`src/rtl/seq_multiplier.sv`:
```
`default_nettype none
// ============================================================================
// Module   : seq_multiplier
// Brief    : Iterative shift-add WIDTH x WIDTH multiplier (signed/unsigned),
//            start/busy/done handshake, registered 2*WIDTH result (HI:LO).
//            Optional macro MULT_EARLY_EXIT_EN ends CALC once the remaining
//            multiplier bits are all zero.
// Revision : 1.0 - initial release
// ============================================================================
module seq_multiplier #(
  parameter int WIDTH = 32,
  parameter int CNT_W = $clog2(WIDTH + 1)
) (
  input  logic                 clk,
  input  logic                 reset,
  input  logic                 start,
  input  logic                 is_signed,
  input  logic [WIDTH-1:0]     dataA,
  input  logic [WIDTH-1:0]     dataB,
  output logic                 busy,
  output logic                 done,
  output logic [2*WIDTH-1:0]   dataOut
);

  localparam logic [1:0]       c_idle = 2'd0;
  localparam logic [1:0]       c_calc = 2'd1;
  localparam logic [1:0]       c_fix  = 2'd2;
  localparam logic [CNT_W-1:0] c_last = CNT_W'(WIDTH - 1);

  logic [1:0]         state_q,   state_d;
  logic [2*WIDTH-1:0] acc_q,     acc_d;
  logic [2*WIDTH-1:0] mcand_q,   mcand_d;
  logic [WIDTH-1:0]   mq_q,      mq_d;
  logic               neg_q,     neg_d;
  logic [CNT_W-1:0]   cnt_q,     cnt_d;
  logic [2*WIDTH-1:0] dataout_q, dataout_d;
  logic               done_q,    done_d;

  logic [WIDTH-1:0]   w_mag_a;
  logic [WIDTH-1:0]   w_mag_b;
  logic               w_calc_done;
  logic [1:0]         w_idle_next;

  // |-2^(W-1)| = 2^(W-1) still fits when the magnitude is read as unsigned
  assign w_mag_a = (is_signed && dataA[WIDTH-1]) ? -dataA : dataA;
  assign w_mag_b = (is_signed && dataB[WIDTH-1]) ? -dataB : dataB;

`ifdef MULT_EARLY_EXIT_EN
  assign w_calc_done = (cnt_q == c_last) || (mq_q[WIDTH-1:1] == '0);
  assign w_idle_next = (w_mag_b == '0) ? c_fix : c_calc;
`else
  assign w_calc_done = (cnt_q == c_last);
  assign w_idle_next = c_calc;
`endif

  always_ff @(posedge clk) begin
    if (reset) begin
      state_q   <= c_idle;
      acc_q     <= '0;
      mcand_q   <= '0;
      mq_q      <= '0;
      neg_q     <= 1'b0;
      cnt_q     <= '0;
      dataout_q <= '0;
      done_q    <= 1'b0;
    end else begin
      state_q   <= state_d;
      acc_q     <= acc_d;
      mcand_q   <= mcand_d;
      mq_q      <= mq_d;
      neg_q     <= neg_d;
      cnt_q     <= cnt_d;
      dataout_q <= dataout_d;
      done_q    <= done_d;
    end
  end

  always_comb begin
    state_d = state_q;
    case (state_q)
      c_idle:  if (start) state_d = w_idle_next;
      c_calc:  if (w_calc_done) state_d = c_fix;
      c_fix:   state_d = c_idle;
      default: state_d = c_idle;
    endcase
  end

  always_comb begin
    acc_d     = acc_q;
    mcand_d   = mcand_q;
    mq_d      = mq_q;
    neg_d     = neg_q;
    cnt_d     = cnt_q;
    dataout_d = dataout_q;
    done_d    = 1'b0;
    case (state_q)
      c_idle: begin
        if (start) begin
          acc_d   = '0;
          mcand_d = {{WIDTH{1'b0}}, w_mag_a};
          mq_d    = w_mag_b;
          neg_d   = is_signed & (dataA[WIDTH-1] ^ dataB[WIDTH-1]);
          cnt_d   = '0;
        end
      end
      c_calc: begin
        if (mq_q[0]) acc_d = acc_q + mcand_q;
        mcand_d = {mcand_q[2*WIDTH-2:0], 1'b0};
        mq_d    = {1'b0, mq_q[WIDTH-1:1]};
        cnt_d   = cnt_q + CNT_W'(1);
      end
      c_fix: begin
        dataout_d = neg_q ? -acc_q : acc_q;
        done_d    = 1'b1;
      end
      default: ;
    endcase
  end

  always_comb begin
    busy    = (state_q != c_idle);
    done    = done_q;
    dataOut = dataout_q;
  end

endmodule
`default_nettype wire

```
`config.mk`:
```
export PLATFORM = sky130hd
export DESIGN_NAME = seq_multiplier
export DESIGN_NICKNAME = d
export VERILOG_FILES = /design/src/rtl/seq_multiplier.sv
export SDC_FILE = /design/constraint.sdc
export NUM_CORES = 1
export LEC_CHECK = 0
export CORE_MARGIN = 3
export CORE_UTILIZATION = 65
export DETAILED_ROUTE_END_ITERATION = 10
export DONT_BUFFER_PORTS = 1
export GPL_TIMING_DRIVEN = 0
export PLACE_DENSITY = 0.8
export SYNTH_ARGS = -nofsm -noshare
export SYNTH_HDL_FRONTEND = slang
export SYNTH_SLANG_ARGS = --single-unit
```
`constraint.sdc`:
```
create_clock -name clk -period 3.6 [get_ports clk]
set_input_delay 0.36 -clock clk [delete_from_list [all_inputs] [get_ports clk]]
set_output_delay 0.36 -clock clk [all_outputs]
set_load 0.1 [all_outputs]
```
==> impl_metrics.py <==
metrics = {
    "sta": {
        "setup_viol": 0,
        "finClkSkew_ns": 0.0149,
        "drv_slew": 0,
        "period_share": 0.958,
        "final_hold_viol_count": 0,
        "clock.fmax_ghz": 0.290,
        "worstMarginPinSlew_ns": 1.07,
        "slew_headroom": 0.290,
        "fin_crit_ns": 3.45,
    },
    "logic_synthesis": {
        "synth-edff-count": 0,
        "synth_nets": 1969,
        "yosys.cell_types.count": 77,
        "synth_seq_cells": 234,
        "synth_area_mm2": 0.0144,
        "synth_top_family_by_area": "compound AO/OA/AOI/OAI gates",
        "ys_seq_area_frac": 0.325,
        "synth_mux_area_frac": 0.00217,
        "ys.flop_type": "dfxtp_1",
        "synthCells": 1833,
        "avgSynthCellArea_um2": 7.86,
        "yosys.area_share.simple": 0.207,
        "async_flop_share": 0,
        "synth-adder-area-share": 0.0596,
        "synth_compound_area_frac": 0.263,
        "synthXorXnorAreaFrac": 0.106,
        "yosys_warnings": 0,
    },
    "final_layout": {
        "seq_area_mm2": 0.00468,
        "multi_input_area_mm2": 0.00930,
        "mostFrequentLayoutCells": "281 x nor2_1, 234 x dfxtp_1, 162 x nand2_1",
        "fillers": 1680,
        "layout-drive-gt1-share": 0.0531,
        "final_common_cell": "nor2_1",
        "antenna_cells": 0,
        "nNetsFinal": 2001,
        "syn2layout_area_growth_pct": 10.2,
        "utilization": 0.741,
    },
    "floorplan": {
        "initial_utilization": 0.673,
        "die_h_um": 155,
        "num_rows": 53,
        "io_pins": 134,
        "die_area_mm2": 0.0240,
        "core_mm2": 0.0214,
        "fp.dieW_um": 155,
    },
    "setup_path": {
        "cp-end-kind": "flip-flop",
        "rr_endpoint": "acc_q[63]$_SDFFE_PP0P_",
        "worstRegToRegCells": 12,
        "cp-startpoint": "acc_q[1]$_SDFFE_PP0P_",
        "r2r_setup_slack_ns": 0.15,
        "worstSetupPathType": "reg2reg",
        "r2r-start": "acc_q[1]$_SDFFE_PP0P_",
        "crit_chain": "ha_1 -> a211oi_1 -> o211ai_1 -> a31oi_2 -> o211ai_1 -> a221oi_2 -> o31ai_2 -> a221oi_2 -> buf_4 -> o21ai_0 -> o311ai_0 -> o21a_1",
        "required_ns": 4.10,
        "cp-endpoint": "acc_q[63]$_SDFFE_PP0P_",
        "slowest_delay_ns": 0.44,
        "path_max_fanout": 6,
        "critPathLaunchType": "flip-flop",
        "worstPathArrival_ns": 3.95,
        "cp_slowest_cell": "a221oi_2",
    },
    "status": {
        "status": "completed",
    },
    "worst_hold_path": {
        "hold_class": "in2reg",
        "hp-start": "dataB[9]",
    },
    "clock_tree": {
        "cts_tree": "built",
        "cts_root_buf": "clkbuf_16",
        "cts_buffers": 26,
        "clkSlewWorstSetupHoldPaths_ns": 0.06,
        "insertion_delay_ns": 0.56,
        "cts_sinks": 234,
        "clockBufferDepth": 3,
        "h-tree-depth": 1,
    },
    "pwr": {
        "vdd_drop_max_mv": 0.418,
        "pwr-share-comb": 0.127,
        "p_total_uw": 6610,
        "switching_share": 0.275,
        "powerDensity_mw_per_mm2": 416,
        "p_int_uw": 4790,
        "p_leak_uw": 0.00615,
        "netSwitchingPower_uw": 1820,
        "p_seq_frac": 0.419,
        "clkPwrFrac": 0.454,
    },
    "drt": {
        "wirelength_um": 44600,
        "routedWlPerCell_um": 20.6,
        "final_antenna_net_count": 0,
        "drt_iter0_markers": 1354,
        "drcViolationCount": 0,
        "drt-vias-per-instance": 6.63,
        "dr_total_vias": 14300,
        "drt_first_pass_iters": 5,
    },
    "global_route": {
        "grt_util_all_layers": 0.357,
        "antenna_found_initial": 0,
        "grt_max_degree": 15,
        "grt_pass1_vias": 13500,
        "grt_remaining_overflow": 0,
        "grt_pass1_wl_um": 69800,
    },
    "placed_design": {
        "port_buffers": 0,
        "gp_congestion": 0.965,
        "dpl.hpwl_um": 33300,
    },
    "flow_run": {
        "cap_violations": 0,
    },
}
==> per-layer routing <==
layer / part of all wire / up-vias / GRT usage
li1: - / 6735 / -
met1: 0.42 / 6706 / 0.489
met2: 0.44 / 759 / 0.559
met3: 0.11 / 122 / 0.0704
met4: 0.039 / 0 / 0.135
met5: 0 / - / 0
==> worst min path at each step <==
stage	end	depth (start not counted)
floorplan	mq_q[31]$_SDFFE_PP0P_	2
global placement	mcand_q[61]$_SDFFE_PP0P_	2
detailed placement	mcand_q[62]$_SDFFE_PP0P_	2
CTS	mq_q[9]$_SDFFE_PP0P_	2
global route	mq_q[8]$_SDFFE_PP0P_	2
finish	mq_q[9]$_SDFFE_PP0P_	2
==> power groups by stage <==
stage | Combinational (uW) | Sequential, uW | Clock [uW]
floorplan | 599 | 2780 | 0
global placement | 783 | 2810 | 0
detailed placement | 800 | 2820 | 0
CTS | 816 | 2760 | 3000
global route | 916 | 2770 | 3120
finish | 840 | 2770 | 3000
==> worst max-delay path, delay by kind of cell, from the launching register on <==
kind	cells	cell delay [ns]
adder cells (fa/ha/maj)	1	0.28
flip-flops	1	0.42
AO/OA/AOI/OAI	10	2.50
buffers and inverters	1	0.18
==> registers in the layout, summed over array words and instances, names as in the netlist <==
name,cells
neg_q,1
acc_q,64
dataOut,64
mcand_q,64
mq_q,32
cnt_q,6
done,1
state_q,2
==> metrics by stage <==
step	setup slack (ns)	cells	area, um2	hold slack (ns)	setup TNS [ns]
floorplan	0.491	1833	14400	0.448	0
global placement	-0.306	2108	14800	0.463	-1.50
detailed placement	-0.407	2108	14800	0.469	-2.30
CTS	0.0586	2160	15800	0.00393	0
global route	-0.0246	2160	15900	0.0284	-0.0246
finish	0.151	2160	15900	0.0213	0
==> kinds of logic after synthesis <==
family,Yosys count
compound gates,557
xor+xnor,175
fa+ha+maj,68
buf+inv,139
flops,234
mux,3
simple gates,657
==> cell usage after synthesis (3+ instances only) <==
library cell / instances / area, um2
a2111oi_0: 57 / 499
a211oi_1: 56 / 420
a21boi_0: 4 / 30.0
a21o_1: 33 / 248
a21oi_1: 139 / 696
a22o_1: 8 / 70.1
a22oi_1: 31 / 233
a31oi_1: 11 / 68.8
and2_1: 6 / 37.5
and3_1: 13 / 81.3
and4_1: 3 / 26.3
buf_1: 6 / 22.5
clkbuf_1: 111 / 417
dfxtp_1: 234 / 4680
ha_1: 67 / 838
inv_1: 19 / 71.3
nand2_1: 162 / 608
nand2b_1: 9 / 56.3
nand3_1: 56 / 280
nand3b_1: 4 / 30.0
nand4_1: 16 / 100
nor2_1: 281 / 1050
nor2b_1: 13 / 81.3
nor3_1: 26 / 130
nor4_1: 12 / 75.1
o211ai_1: 6 / 45.0
o21a_1: 11 / 82.6
o21ai_0: 95 / 475
o21ai_1: 5 / 25.0
o21ba_2: 3 / 30.0
o21bai_1: 10 / 75.1
o22ai_1: 3 / 18.8
o31a_1: 4 / 35.0
o31ai_1: 33 / 248
o31ai_2: 3 / 37.5
o41ai_1: 16 / 140
or2_2: 7 / 43.8
or3_1: 20 / 125
or3b_2: 3 / 26.3
or4_1: 12 / 90.1
or4_4: 4 / 45.0
xnor2_1: 73 / 639
xor2_1: 102 / 893
==> cell type report <==
cell class                      instances  share of cell area
Clock buffer                           31              0.0440
Clock inverter                         17              0.0176
Timing Repair Buffer                    5             0.00299
Inverter                               19             0.00449
Buffer                                119              0.0289
Tap cell                              275              0.0217
Sequential cell                       234               0.295
Multi-Input combinational cell       1460               0.585
==> timing repair <==
action	CTS	global route
pin swaps	0	2
gates cloned	0	0
hold endpoints to repair	4	0
endpoints found under the setup margin	15	15
gates resized for setup	8	14
hold buffers	4	0
setup buffers	0	1
Power figures use the tool's default switching activity.
